===== src/rtl/irda_crc_pkg.sv =====
// ----------------------------------------------------------------------------
// irda_crc_pkg
// Shared definitions for the FIR-path CRC engine:
//   - standard polynomial / init / residue constants
//   - engine state type
//   - crc_step: MSB-first multi-bit CRC update for any width 8..32 and any
//     step size 1..8. Operands are carried right-aligned in 32/8-bit
//     containers; the function left-aligns them internally so the feedback
//     bit is always bit 31 regardless of crc_w.
// ----------------------------------------------------------------------------
package irda_crc_pkg;

   localparam logic [31:0] CRC32_POLY    = 32'h04C1_1DB7;
   localparam logic [31:0] CRC32_INIT    = 32'hFFFF_FFFF;
   localparam logic [31:0] CRC32_RESIDUE = 32'hC704_DD7B;
   localparam logic [31:0] CRC16_CCITT   = 32'h0000_1021;

   typedef enum logic [1:0] {
      ST_IDLE   = 2'd0,
      ST_DATA   = 2'd1,
      ST_APPEND = 2'd2,
      ST_CHECK  = 2'd3
   } state_e;

   // crc and poly are right-aligned in the low crc_w bits; word is
   // right-aligned in the low din_w bits, word[din_w-1] processed first.
   function automatic logic [31:0] crc_step(input logic [31:0] crc,
                                            input logic [7:0]  word,
                                            input logic [31:0] poly,
                                            input int          crc_w,
                                            input int          din_w);
      logic [31:0] c;
      logic [31:0] p;
      logic [7:0]  w;
      logic        fb;
      c = crc  << (32 - crc_w);
      p = poly << (32 - crc_w);
      w = word << (8 - din_w);
      for (int i = 0; i < 8; i++) begin
         if (i < din_w) begin
            fb = c[31] ^ w[7];
            c  = {c[30:0], 1'b0} ^ (fb ? p : 32'd0);
            w  = {w[6:0], 1'b0};
         end
      end
      return c >> (32 - crc_w);
   endfunction

endpackage


===== src/rtl/irda_crc_engine_if.sv =====
// ----------------------------------------------------------------------------
// irda_crc_engine_if
// Bus between the FIR serialiser/deserialiser side and the CRC engine.
//   master : drives en, mode, sof, din, din_last, bdcrc;
//            observes dout, crc_busy, done, crc_ok, crc_err, crc_par_o
//   slave  : the CRC engine (opposite directions)
// ----------------------------------------------------------------------------
interface irda_crc_engine_if #(
   parameter int CRC_W = 32,
   parameter int DIN_W = 1
);
   logic             en;
   logic             mode;
   logic             sof;
   logic [DIN_W-1:0] din;
   logic             din_last;
   logic             bdcrc;
   logic [DIN_W-1:0] dout;
   logic             crc_busy;
   logic             done;
   logic             crc_ok;
   logic             crc_err;
   logic [CRC_W-1:0] crc_par_o;

   modport master (
      output en, mode, sof, din, din_last, bdcrc,
      input  dout, crc_busy, done, crc_ok, crc_err, crc_par_o
   );

   modport slave (
      input  en, mode, sof, din, din_last, bdcrc,
      output dout, crc_busy, done, crc_ok, crc_err, crc_par_o
   );
endinterface


===== src/rtl/irda_crc_step.sv =====
// ----------------------------------------------------------------------------
// irda_crc_step
// Combinational DIN_W-bit CRC update (MSB-first), wrapping crc_step.
//   crc_i : current CRC register
//   din_i : data word, din_i[DIN_W-1] processed first
//   crc_o : CRC after DIN_W serial updates
// ----------------------------------------------------------------------------
module irda_crc_step
   import irda_crc_pkg::*;
#(
   parameter int          CRC_W = 32,
   parameter int          DIN_W = 1,
   parameter logic [31:0] POLY  = CRC32_POLY
) (
   input  logic [CRC_W-1:0] crc_i,
   input  logic [DIN_W-1:0] din_i,
   output logic [CRC_W-1:0] crc_o
);

   logic [31:0] res;

   assign res   = crc_step(32'(crc_i), 8'(din_i), POLY, CRC_W, DIN_W);
   assign crc_o = res[CRC_W-1:0];

   // Upper bits of the 32-bit container are always zero for narrow CRCs.
   generate
      if (CRC_W < 32) begin : g_unused
         logic unused_hi;
         assign unused_hi = ^res[31:CRC_W];
      end
   endgenerate

endmodule


===== src/rtl/irda_crc_engine.sv =====
// ----------------------------------------------------------------------------
// irda_crc_engine
// CRC generator/checker for the FIR path. TX mode passes data through and
// then appends the complemented FCS; RX mode checks the residue after the
// received FCS and reports a good/bad verdict. Advances only on en.
//   clk      : system clock
//   wb_rst_i : synchronous active-high reset
//   bus      : slave side of irda_crc_engine_if (en, mode, sof, din,
//              din_last, bdcrc in; dout, crc_busy, done, crc_ok, crc_err,
//              crc_par_o out)
// ----------------------------------------------------------------------------
module irda_crc_engine
   import irda_crc_pkg::*;
#(
   parameter int          CRC_W   = 32,
   parameter logic [31:0] POLY    = CRC32_POLY,
   parameter logic [31:0] INIT    = CRC32_INIT,
   parameter logic [31:0] RESIDUE = CRC32_RESIDUE,
   parameter int          DIN_W   = 1
) (
   input  logic              clk,
   input  logic              wb_rst_i,
   irda_crc_engine_if.slave  bus
);

   localparam int               NW       = CRC_W / DIN_W;
   localparam int               CNT_W    = (NW > 1) ? $clog2(NW) : 1;
   localparam logic [CNT_W-1:0] CNT_LAST = CNT_W'(NW - 1);
   localparam logic [CRC_W-1:0] INIT_C   = INIT[CRC_W-1:0];
   localparam logic [CRC_W-1:0] RES_C    = RESIDUE[CRC_W-1:0];

   generate
      if (!(DIN_W == 1 || DIN_W == 2 || DIN_W == 4 || DIN_W == 8)) begin : g_bad_din
         $error("irda_crc_engine: DIN_W must be 1, 2, 4 or 8");
      end
      if (CRC_W < 8 || CRC_W > 32) begin : g_bad_crc
         $error("irda_crc_engine: CRC_W must be within 8..32");
      end
      if ((CRC_W % DIN_W) != 0) begin : g_bad_ratio
         $error("irda_crc_engine: CRC_W must be a multiple of DIN_W");
      end
   endgenerate

   state_e           state_q, state_d;
   logic [CRC_W-1:0] crc_q,   crc_d;
   logic [CNT_W-1:0] cnt_q,   cnt_d;
   logic             mode_q,  mode_d;
   logic             done_q,  done_d;
   logic             ok_q,    ok_d;
   logic             err_q,   err_d;

   logic [CRC_W-1:0] step_in;
   logic [CRC_W-1:0] step_out;
   logic             data_word;
   logic             mode_eff;

   // A word arriving together with sof is folded into INIT, not the old CRC.
   assign step_in = bus.sof ? INIT_C : crc_q;

   irda_crc_step #(
      .CRC_W (CRC_W),
      .DIN_W (DIN_W),
      .POLY  (POLY)
   ) u_step (
      .crc_i (step_in),
      .din_i (bus.din),
      .crc_o (step_out)
   );

   // sof opens a data phase in the same cycle, so its word counts as data.
   assign data_word = bus.en && (bus.sof || (state_q == ST_DATA));
   assign mode_eff  = bus.sof ? bus.mode : mode_q;

   always_ff @(posedge clk) begin
      if (wb_rst_i) begin
         state_q <= ST_IDLE;
         crc_q   <= INIT_C;
         cnt_q   <= '0;
         mode_q  <= 1'b0;
         done_q  <= 1'b0;
         ok_q    <= 1'b0;
         err_q   <= 1'b0;
      end else begin
         state_q <= state_d;
         crc_q   <= crc_d;
         cnt_q   <= cnt_d;
         mode_q  <= mode_d;
         done_q  <= done_d;
         ok_q    <= ok_d;
         err_q   <= err_d;
      end
   end

   always_comb begin
      state_d = state_q;
      crc_d   = crc_q;
      cnt_d   = cnt_q;
      mode_d  = mode_q;
      ok_d    = ok_q;
      err_d   = err_q;
      done_d  = 1'b0;

      // sof from any state restarts the frame; an aborted frame gets no done.
      if (bus.sof) begin
         state_d = ST_DATA;
         mode_d  = bus.mode;
         crc_d   = INIT_C;
         cnt_d   = '0;
         ok_d    = 1'b0;
         err_d   = 1'b0;
      end

      if (data_word) begin
         crc_d = step_out;
         if (bus.din_last) begin
            if (mode_eff) begin
               state_d = ST_APPEND;
               cnt_d   = CNT_LAST;
            end else begin
               state_d = ST_CHECK;
            end
         end
      end else if (!bus.sof) begin
         case (state_q)
            ST_APPEND: begin
               // Plain shift-out: the FCS leaves MSB-first, no feedback.
               if (bus.en) begin
                  crc_d = crc_q << DIN_W;
                  cnt_d = cnt_q - 1'b1;
                  if (cnt_q == '0) begin
                     done_d  = 1'b1;
                     state_d = ST_IDLE;
                  end
               end
            end
            ST_CHECK: begin
               ok_d    = (crc_q == RES_C);
               err_d   = (crc_q != RES_C);
               done_d  = 1'b1;
               state_d = ST_IDLE;
            end
            default: ;
         endcase
      end
   end

   assign bus.dout      = (state_q == ST_APPEND)
                        ? (~crc_q[CRC_W-1 -: DIN_W] ^ {DIN_W{bus.bdcrc}})
                        : bus.din;
   assign bus.crc_busy  = (state_q == ST_APPEND);
   assign bus.done      = done_q;
   assign bus.crc_ok    = ok_q;
   assign bus.crc_err   = err_q;
   assign bus.crc_par_o = crc_q;

endmodule

===== src/flat_wrapper.sv =====
// flat-port wrapper written by rule: the top's interface ports become plain ports
module irda_crc_engine_flat import irda_crc_pkg::*;
#(
   parameter int          CRC_W   = 32,
   parameter logic [31:0] POLY    = CRC32_POLY,
   parameter logic [31:0] INIT    = CRC32_INIT,
   parameter logic [31:0] RESIDUE = CRC32_RESIDUE,
   parameter int          DIN_W   = 1
)
  (clk, wb_rst_i, bus_en, bus_mode, bus_sof, bus_din, bus_din_last, bus_bdcrc, bus_dout, bus_crc_busy, bus_done, bus_crc_ok, bus_crc_err, bus_crc_par_o);
  irda_crc_engine_if #(.CRC_W(CRC_W), .DIN_W(DIN_W)) bus_i ();
  input  logic clk;
  input  logic wb_rst_i;
  input wire logic [$bits(bus_i.en)-1:0] bus_en;
  input wire logic [$bits(bus_i.mode)-1:0] bus_mode;
  input wire logic [$bits(bus_i.sof)-1:0] bus_sof;
  input wire logic [$bits(bus_i.din)-1:0] bus_din;
  input wire logic [$bits(bus_i.din_last)-1:0] bus_din_last;
  input wire logic [$bits(bus_i.bdcrc)-1:0] bus_bdcrc;
  output wire logic [$bits(bus_i.dout)-1:0] bus_dout;
  output wire logic [$bits(bus_i.crc_busy)-1:0] bus_crc_busy;
  output wire logic [$bits(bus_i.done)-1:0] bus_done;
  output wire logic [$bits(bus_i.crc_ok)-1:0] bus_crc_ok;
  output wire logic [$bits(bus_i.crc_err)-1:0] bus_crc_err;
  output wire logic [$bits(bus_i.crc_par_o)-1:0] bus_crc_par_o;
  assign bus_i.en = bus_en;
  assign bus_i.mode = bus_mode;
  assign bus_i.sof = bus_sof;
  assign bus_i.din = bus_din;
  assign bus_i.din_last = bus_din_last;
  assign bus_i.bdcrc = bus_bdcrc;
  assign bus_dout = bus_i.dout;
  assign bus_crc_busy = bus_i.crc_busy;
  assign bus_done = bus_i.done;
  assign bus_crc_ok = bus_i.crc_ok;
  assign bus_crc_err = bus_i.crc_err;
  assign bus_crc_par_o = bus_i.crc_par_o;
  irda_crc_engine #(.CRC_W(CRC_W), .POLY(POLY), .INIT(INIT), .RESIDUE(RESIDUE), .DIN_W(DIN_W)) u_core (.clk(clk), .wb_rst_i(wb_rst_i), .bus(bus_i));
endmodule

===== config.mk =====
export PLATFORM = sky130hd
export DESIGN_NAME = irda_crc_engine_flat
export DESIGN_NICKNAME = d
export VERILOG_FILES = /design/src/rtl/irda_crc_pkg.sv /design/src/rtl/irda_crc_engine_if.sv /design/src/rtl/irda_crc_step.sv /design/src/rtl/irda_crc_engine.sv /design/src/flat_wrapper.sv
export SDC_FILE = /design/constraint.sdc
export NUM_CORES = 1
export LEC_CHECK = 0
export ABC_CLOCK_PERIOD_IN_PS = 2700
export BUFFER_PORTS_ARGS = -buffer_cell sky130_fd_sc_hd__buf_2
export CELL_PAD_IN_SITES_DETAIL_PLACEMENT = 0
export CELL_PAD_IN_SITES_GLOBAL_PLACEMENT = 2
export CORE_MARGIN = 3
export CORE_UTILIZATION = 30
export DETAILED_ROUTE_END_ITERATION = 7
export PLACE_DENSITY_LB_ADDON = 0.1
export SYNTH_ARGS = -nofsm -noshare
export SYNTH_HDL_FRONTEND = slang
export SYNTH_SLANG_ARGS = --single-unit

===== constraint.sdc =====
create_clock -name clk -period 2.7 [get_ports clk]
set_input_delay 0.54 -clock clk [delete_from_list [all_inputs] [get_ports clk]]
set_output_delay 0.54 -clock clk [all_outputs]
set_load 0.01 [all_outputs]

==> summary.md <==
| Metric | Value |
|---|---|
| Clk pwr share | `31.1%` |
| Crit path DAT | `1410 ps` |
| Max Cap Viol | `0` |
| Seq pwr share | `52.5%` |
| Skew-Pair Late Insertion Delay | `300 ps` |
| Gr ovfl total | `0` |
| Critical Path Sink Type | `output port` |
| Synth-to-Final Area Change | `18.85%` |
| CTS Root Cell | `clkbuf_8` |
| Post_cts resized | `0` |
| Htree depth | `2` |
| Pin count of the biggest net entering global routing | `28` |
| Top cell type's share of synthesized area | `40.90%` |
| Family with the most delay on the worst path | `flip-flops` |
| Drt initial violations | `124` |
| Pwr Total | `1.341 mW` |
| Core area | `6568 sq um` |
| Vias per cell | `4.920` |
| Crit share post-route | `72.40%` |
| CP Launch Type | `register` |
| Initial antenna violation count | `0` |
| Port bufs | `44` |
| Post-Synthesis Cells | `252` |
| Top cells by count, synth | `nand2_1 (63), dfxtp_1 (43), nor2_1 (22), nand3_1 (18), xor2_1 (14)` |
| Slowest CP cell | `dfxtp_1` |
| Setup repair after global routing missed its margin | `false` |
| Max Freq | `511.5 MHz` |
| Leading post-synthesis cells by cell area | `dfxtp_1 (41%), nand2_1 (11%), xor2_1 (5.8%)` |
| CP required | `2160 ps` |
| Initial core utilization | `32.04%` |
| Static leakage | `1.139 nW` |
| Number of library cell types mapped by synthesis | `53` |
| Core Util, Final | `38.08%` |
| Std cell rows | `29` |
| Critical path type | `reg2out` |
| Post-route antenna net violation count | `0` |
| Drt drc | `0` |
| Clk sink count | `43` |
| Vias post-DR | `1914` |
| Drt pass-1 iters | `4` |
| NetSw | `0.4074 mW` |
| Top FF cell, synth | `dfxtp_1` |
| Number of synthesized flops with an enable pin | `0` |
| Met2 WL | `2704 um` |
| HP Class | `reg2reg` |
| Async S/R FF share, synth | `0%` |
| Register area share after synthesis | `40.90%` |
| Horiz. Die Dim | `89.76 um` |
| Wire per inst | `15.46 um` |
| Final Hold Fails | `0` |
| Synthesized flop and latch total | `43` |
| Slew margin rel. | `61.87%` |
| Fin Setup TNS | `0 ps` |
| Global-route wire length before repair | `9970 um` |
| Postcts setup bufs | `0` |
| Fill count | `697` |
| Top-count cell post-synth | `nand2_1` |
| Met3 Routed Length | `245 um` |
| Mean Syn Cell Area | `8.351 sq um` |
| Power per cell area | `536.1 nW/um^2` |
| Max Used Layer | `met4` |
| # diodes | `0` |
| YS warnings | `0` |
| Total track usage | `15.20%` |
| CTS tree | `done` |
| Vias in the first global route | `1859` |
| Number of I/O pins | `45` |
| Final worst slack | `745.1 ps` |
| Sw Share | `30.38%` |
| Max clock buf depth | `2` |
| CP peak stage delay | `470 ps` |
| Layout cells sized above 1 | `23.99%` |
| Mapped Nets | `261` |
| Crit Path Max Fanout | `9` |
| CTS Buf Count | `5` |
| Die H | `89.76 um` |
| Critical path, cell by cell | `or2b_4 -> o21ai_0 -> buf_2` |
| Post-Route WL | `6014 um` |
| Int Power | `0.9336 mW` |
| Setup violators final | `0` |
| Clock-pin slew on the worst setup and hold paths | `90 ps` |
| Fin nets | `304` |
| Status | `completed` |
| Die area | `8056 sq um` |
| Mapped Area | `2105 sq um` |
| Post-route minimum period | `1955 ps` |
| Pins over their slew limit | `0` |
| Peak VDD IR | `0.0001977 V` |
| Combinational power share | `16.5%` |
| Post-cts hold buffer count | `0` |
| Slew @ Worst Pin | `572.0 ps` |
| Worst slack, placed | `642.0 ps` |
| Clk_skew | `5.917 ps` |
| WP buf/inv | `1` |
| Post-synth top area cell | `dfxtp_1` |
| Hpwl dp | `4119 um` |
| M1 WL | `3002 um` |
| GP Congestion | `0.7346` |
## path summary, 6_finish.rpt
check | from | to | slack, ps | cells past startpoint
max | u_core.state_q[1]$_SDFF_PP0_ | bus_dout | 750 | 3
min | u_core.bus.crc_ok$_SDFF_PP0_ | u_core.bus.crc_ok$_SDFF_PP0_ | 480 | 2
max reg2reg | u_core.state_q[0]$_SDFF_PP0_ | u_core.cnt_q[2]$_SDFF_PP0_ | 1010 | 5
min reg2reg | u_core.bus.crc_ok$_SDFF_PP0_ | u_core.bus.crc_ok$_SDFF_PP0_ | 480 | 2
## worst register-to-register path, cell delays in order, from the launching register on
cell and delay, ps:
dfxtp_1 490, and2b_1 330, a21oi_2 90, buf_4 200, a22o_1 190, a211o_1 280
## through the flow
stage	instances	hold slack, ps	area (sq um)
after floorplan	252	448.2	2105
after global placement	381	472.6	2412
after detailed placement	381	477.1	2412
after CTS	389	484.0	2501
after global routing	389	490.9	2501
final	389	484.9	2501
## power by group through the flow
| stage | clock, mW | sequential, mW | combinational, mW |
|---|---|---|---|
| 2_1_floorplan | 0 | 0.718 | 0.147 |
| 3_3_place_gp | 0 | 0.720 | 0.223 |
| 3_5_place_dp | 0 | 0.719 | 0.222 |
| 4_1_cts | 0.434 | 0.704 | 0.223 |
| 5_1_grt | 0.462 | 0.711 | 0.247 |
| 6_report | 0.417 | 0.703 | 0.221 |
## cells in the final DEF, fill, tap and decap left out, types with 2 or more instances in the layout
cell type    n
a211oi_1     2
a21oi_1      2
a22o_1       3
a32oi_1     12
buf_2       44
buf_4        8
clkbuf_8     5
clkinvlp_4   2
dfxtp_1     43
inv_1        3
inv_2        3
nand2_1     63
nand2b_1     3
nand3_1     18
nand4_1      3
nand4b_1     3
nor2_1      22
nor3_1       3
nor4_1       3
o211a_1      2
o21ai_0      3
xnor2_1      2
xor2_1      14
## kinds of logic (layout without fill, tap and decap cells)
family,after synthesis,after routing,share of synthesized area (%)
AND/OR/NAND/NOR,129,129,28.54
XOR/XNOR,17,17,7.432
flip-flops,43,43,40.90
adder cells (fa/ha/maj),1,1,0.5944
buffers and inverters,22,66,5.291
multiplexers,1,1,0.4756
AO/OA/AOI/OAI,39,39,16.77
## metal layers
| layer | GRT usage (%) | vias up |
|---|---|---|
| met5 | 0 | - |
| met4 | 4.470 | 0 |
| met3 | 3.005 | 7 |
| met2 | 23.81 | 39 |
| met1 | 21.19 | 900 |
| li1 | - | 968 |
## final cells by class
type	instances	area, sq um	area share [%]
Tap cell	93	116.4	4.652
Inverter	6	22.52	0.9004
Clock inverter	3	20.02	0.8004
Multi-Input combinational cell	187	1132	45.27
Clock buffer	5	68.82	2.751
Timing Repair Buffer	52	280.3	11.21
Sequential cell	43	860.8	34.42
## flip-flops by register name, indices dropped and copies added, names as in the netlist
register / count
u_core.bus.crc_par_o: 32
u_core.bus.crc_ok: 1
u_core.cnt_q: 5
u_core.state_q: 2
u_core.mode_q: 1
u_core.bus.done: 1
u_core.bus.crc_err: 1
(Power assumes the default switching activity.)
